**src/rtl/sqrt_rr_arbiter.sv**
```systemverilog
// Round-robin arbiter that shares one iterative square-root core among NREQ requesters.
// One operation is in flight at a time; the owner must take its result before re-arbitration.
module sqrt_rr_arbiter #(
  parameter int NREQ  = 4,
  parameter int NBITS = 8,
  parameter int CNTW  = 16,
  localparam int IDW  = (NREQ > 1) ? $clog2(NREQ) : 1
) (
  input  logic                  clock,
  input  logic                  reset,
  input  logic [NREQ-1:0]       req_valid,
  input  logic [NREQ*NBITS-1:0] req_a,
  output logic [NREQ-1:0]       req_ready,
  output logic [NREQ-1:0]       rsp_valid,
  output logic [NBITS-1:0]      rsp_result,
  input  logic [NREQ-1:0]       rsp_ready,
  output logic [NBITS-1:0]      core_a,
  output logic                  core_ivalid,
  input  logic                  core_iready,
  input  logic                  core_ovalid,
  output logic                  core_oready,
  input  logic [NBITS-1:0]      core_result,
  output logic                  busy,
  output logic [IDW-1:0]        grant_id,
  output logic [CNTW-1:0]       served_cnt
);

  // state | meaning
  // IDLE  | no owner; pick first valid requester at or after the pointer
  // ISSUE | operand presented to the core until core_iready
  // WAIT  | operand taken; waiting for core_ovalid
  // RESP  | result held for the owner until rsp_ready[owner]
  typedef enum logic [1:0] {IDLE, ISSUE, WAIT, RESP} state_t;

  localparam logic [NREQ-1:0] ONE = NREQ'(1);

  state_t           state_q;
  logic [NREQ-1:0]  req_ready_q;
  logic [NREQ-1:0]  rsp_valid_q;
  logic [NBITS-1:0] rsp_result_q;
  logic [NBITS-1:0] core_a_q;
  logic             core_ivalid_q;
  logic             core_oready_q;
  logic             busy_q;
  logic [IDW-1:0]   grant_q;
  logic [IDW-1:0]   ptr_q;
  logic [IDW-1:0]   ptr_d;
  logic [CNTW-1:0]  served_q;
  logic [CNTW-1:0]  served_d;

  logic [NBITS-1:0] a_arr [NREQ];
  logic [IDW-1:0]   cand;
  logic [IDW-1:0]   sel_id;
  logic             sel_found;

  always_comb begin
    for (int i = 0; i < NREQ; i++) begin
      a_arr[i] = req_a[i*NBITS +: NBITS];
    end
  end

  // Scan from the farthest offset down so the closest valid requester to the pointer wins.
  always_comb begin
    sel_found = 1'b0;
    sel_id    = '0;
    cand      = '0;
    for (int i = NREQ - 1; i >= 0; i--) begin
      cand = IDW'((int'(ptr_q) + i) % NREQ);
      if (req_valid[cand]) begin
        sel_found = 1'b1;
        sel_id    = cand;
      end
    end
  end

  assign ptr_d    = (grant_q == IDW'(NREQ - 1)) ? '0 : grant_q + IDW'(1);
  assign served_d = served_q + CNTW'(1);

  always_ff @(posedge clock) begin
    if (reset) begin
      state_q       <= IDLE;
      req_ready_q   <= '0;
      rsp_valid_q   <= '0;
      rsp_result_q  <= '0;
      core_a_q      <= '0;
      core_ivalid_q <= 1'b0;
      core_oready_q <= 1'b0;
      busy_q        <= 1'b0;
      grant_q       <= '0;
      ptr_q         <= '0;
      served_q      <= '0;
    end else begin
      req_ready_q   <= '0;
      core_oready_q <= 1'b0;
      case (state_q)
        IDLE: begin
          if (sel_found) begin
            grant_q       <= sel_id;
            core_a_q      <= a_arr[sel_id];
            req_ready_q   <= ONE << sel_id;
            core_ivalid_q <= 1'b1;
            busy_q        <= 1'b1;
            state_q       <= ISSUE;
          end
        end
        ISSUE: begin
          if (core_iready) begin
            core_ivalid_q <= 1'b0;
            state_q       <= WAIT;
          end
        end
        WAIT: begin
          if (core_ovalid) begin
            rsp_result_q  <= core_result;
            core_oready_q <= 1'b1;
            rsp_valid_q   <= ONE << grant_q;
            state_q       <= RESP;
          end
        end
        RESP: begin
          if (rsp_ready[grant_q]) begin
            rsp_valid_q <= '0;
            served_q    <= served_d;
            ptr_q       <= ptr_d;
            busy_q      <= 1'b0;
            state_q     <= IDLE;
          end
        end
        default: state_q <= IDLE;
      endcase
    end
  end

  assign req_ready   = req_ready_q;
  assign rsp_valid   = rsp_valid_q;
  assign rsp_result  = rsp_result_q;
  assign core_a      = core_a_q;
  assign core_ivalid = core_ivalid_q;
  assign core_oready = core_oready_q;
  assign busy        = busy_q;
  assign grant_id    = grant_q;
  assign served_cnt  = served_q;

endmodule
```
**config.mk**
```make
export PLATFORM = sky130hd
export DESIGN_NAME = sqrt_rr_arbiter
export DESIGN_NICKNAME = d
export VERILOG_FILES = /design/src/rtl/sqrt_rr_arbiter.sv
export SDC_FILE = /design/constraint.sdc
export NUM_CORES = 1
export LEC_CHECK = 0
export CAP_MARGIN = 20
export CORE_MARGIN = 2
export CORE_UTILIZATION = 45
export DETAILED_ROUTE_END_ITERATION = 8
export PLACE_DENSITY = 0.82
export SYNTH_ARGS = -nofsm -noshare
export SYNTH_HDL_FRONTEND = slang
export SYNTH_SLANG_ARGS = --single-unit
```
**constraint.sdc**
```tcl
create_clock -name clock -period 3.5 [get_ports clock]
set_input_delay 0.7 -clock clock [delete_from_list [all_inputs] [get_ports clock]]
set_output_delay 0.7 -clock clock [all_outputs]
set_load 0.05 [all_outputs]
```
==> flow_metrics.tcl <==
set metrics [dict create \
    pin_count 97 \
    r2r_cells 6 \
    gr-total-overflow 0 \
    avgRoutedWirePerCell_microns 12.8 \
    hp-start "rsp_result[5]" \
    fp.dieArea_sq_mm 0.00572 \
    track_usage_pct 20.5 \
    fp.dieH_microns 75.7 \
    synth_top_cell_by_area "dfxtp_1" \
    cp_max_fo 10 \
    yosysSeqAreaShare_pct 42.4 \
    r2r-start "ptr_q[1]" \
    avgSynthCellArea_sq_um 8.69 \
    rsz0062_at_grt "false" \
    synth_cell_types 32 \
    max-vdd-ir-drop_v 0.000427 \
    worstHoldPathCells 2 \
    final_cell_mix "clkdlybuf4s50_1 (96), dfxtp_1 (49), nand2_1 (48)" \
    ys_ff_latch 49 \
    fin_area_sq_mm 0.00344 \
    fin_worst_skew_ns 0.00717 \
    required_ns 3.65 \
    tns_ns 0 \
    worst_slew_pin_slew_ns 0.641 \
    grt_max_degree 25 \
    clock_path_buffers 2 \
    startpoint_type "input pin" \
    fin_crit_sh_pct 70.5 \
    fin_cells 432 \
    final_common_cell "clkdlybuf4s50_1" \
    synthXorXnorAreaFrac_pct 5.68 \
    postPlaceCellArea_sq_mm 0.00334 \
    dpl.cell_count 424 \
    fillCellCount 427 \
    netlist_instances 266 \
    synth-compound-area-share_pct 10.7 \
    synth_nets 327 \
    setup-violations-final 0 \
    status "finished, final reports clean" \
    fmax_mhz 405 \
    critical_path.cell_chain "clkdlybuf4s50_1 > or4_1 > nand2_1 > nor2_1 > nand2b_1 > o221ai_1" \
    whs_ns 0.455 \
    crit_path_max_incr_delay_ns 0.63 \
    clk_latency_ns 0.29 \
    port_buffers 96 \
    maxSlewViolCount 0 \
    slowest_stage "or4_1" \
    fp.dieW_microns 75.7 \
    power.density_mw_per_mm2 512 \
    synth_area_sq_mm 0.00231 \
    hold_buffers 0 \
    fin_util_pct 68.2 \
    gp_congestion 0.833 \
    regToRegEndpoint "core_a[4]" \
    numCtsBuffers 5 \
    drc 0 \
    synthMuxAreaShare_pct 9.20 \
    finalCriticalPeriod_ns 2.47 \
    hold_violations 0 \
    antenna_found_initial 0 \
    hp-class "reg -> reg" \
    arrival_ns 2.62 \
    num_antenna_cells 0 \
    hpwl_mm 4.37 \
    drive_gt1_share_pct 4.14 \
    synth_top_family_by_area "simple AND/OR/NAND/NOR gates" \
    synthToLayoutAreaGrowth_pct 48.8 \
    synth_top_area_share_pct 42.4 \
    viasPerCell 5.15 \
    root_buffer "clkbuf_8" \
    nets 422 \
    h-tree-depth 2 \
    vias 2223 \
    cts_tree "done" \
    synthSimpleGateAreaFrac_pct 23.3 \
    path_class "in -> reg" \
    drt_wl_total_mm 5.53 \
    num_rows 26 \
    ctsResizeCount 0 \
    grt_pass1_wl_mm 9.16 \
    critPathLaunch "req_valid[0]" \
    multi_input_comb_area_sq_mm 0.00126 \
    reg2reg_slack_ns 1.56 \
    first_iter_violations 86 \
    numClockSinks 49 \
    synthTopCellsByArea "dfxtp_1 (42%), mux2i_1 (8.2%), nand2_1 (7.8%), a21oi_1 (5.0%), ha_1 (4.9%)" \
    leakagePower_nw 1.29 \
    hold_end "rsp_result[5]" \
    initial_utilization_pct 45.8 \
    slew-limit-headroom_pct 57.1 \
    firstDrtPassIters 4 \
    regArea_sq_um 981 \
    antenna_left 0 \
    grt_pass1_vias 2096 \
    core_area_sq_mm 0.00504 \
    maxCapViolations 0 \
    endpoint_kind "flop" \
    cts_setup_buffers 0 \
    clk_pin_slew_ns 0.09 \
    yosys_warnings 0 \
    synthAdderAreaFrac_pct 4.87 \
]
-- routing by layer --
metal / track usage (%) / wire (microns) / vias to the layer above
li1: - / - / 1105
met1: 24.7 / 2320 / 1023
met2: 35.0 / 2770 / 88
met3: 6.22 / 375 / 7
met4: 6.63 / 66 / 0
met5: 0 / 0 / -
-- how the worst max path moves through the flow --
stage          depth (start not counted)  slack, ns            end
2_1_floorplan                          6       1.43  served_cnt[4]
3_3_place_gp                           6       0.83      core_a[6]
3_5_place_dp                           6       0.72      core_a[6]
4_1_cts                                6       1.04      core_a[6]
5_1_grt                                5       0.93      core_a[1]
6_report                               6       1.03      core_a[6]
-- power by group --
| group | leakage, nW | switching [mW] | internal [mW] |
|---|---|---|---|
| Clock | 0.0512 | 0.181 | 0.160 |
| Sequential | 0.398 | 0.0573 | 0.632 |
| Combinational | 0.839 | 0.453 | 0.277 |
| Total | 1.29 | 0.691 | 1.07 |
-- worst max-delay path, delay by kind of cell --
family,cells,cell delay [ns]
and+or+nand+nor,4,1.20
AOI/OAI and AO/OA,1,0.19
buffers and inverters,1,0.52
-- sequential cells by signal, summed over array words and instances, names as in the netlist, 2 cells and up --
| signal | cells |
|---|---|
| rsp_valid | 4 |
| served_cnt | 16 |
| core_a | 8 |
| rsp_result | 8 |
| grant_id | 2 |
| state_q | 2 |
| req_ready | 4 |
| ptr_q | 2 |
-- synthesized netlist by cell type --
cell,number
nand2_2,1
nand4_1,3
o221ai_1,8
buf_1,1
a22oi_1,1
a21oi_1,23
nand3_1,7
a222oi_1,1
buf_6,1
nand2b_1,3
inv_1,10
xor2_1,5
ha_1,9
clkbuf_1,4
o2bb2a_1,1
o211ai_1,2
a311oi_1,1
nor3_1,5
and4_1,2
o21ai_0,2
nor2_1,30
mux4_2,1
and3_1,5
and2_1,3
nor4_1,4
nor4_4,2
nand2_1,48
mux2i_1,19
buf_2,4
or4_1,1
xnor2_1,10
dfxtp_1,49
-- per-stage QoR --
| step | power [mW] | setup slack (ns) |
|---|---|---|
| after floorplan | 1.18 | 1.43 |
| after global placement | 1.41 | 0.834 |
| after detailed placement | 1.43 | 0.724 |
| after CTS | 1.77 | 1.04 |
| after global routing | 1.87 | 0.925 |
| final | 1.76 | 1.03 |
-- cell type report --
class                   count  area share (%)
multi-input cells         197            36.6
repair buffers             98            28.4
inverters                  10            1.09
clock inverters             2           0.400
well taps                  70            2.55
clock buffers               6            2.40
flip-flops and latches     49            28.5
-- cell families (layout without fill, tap and decap cells) --
family,count (synthesis),in the layout
xor+xnor,15,15
mux,20,20
buf+inv,20,116
simple gates,114,114
compound gates,39,39
fa+ha+maj,9,9
flops,49,49
(Power assumes the default switching activity.)
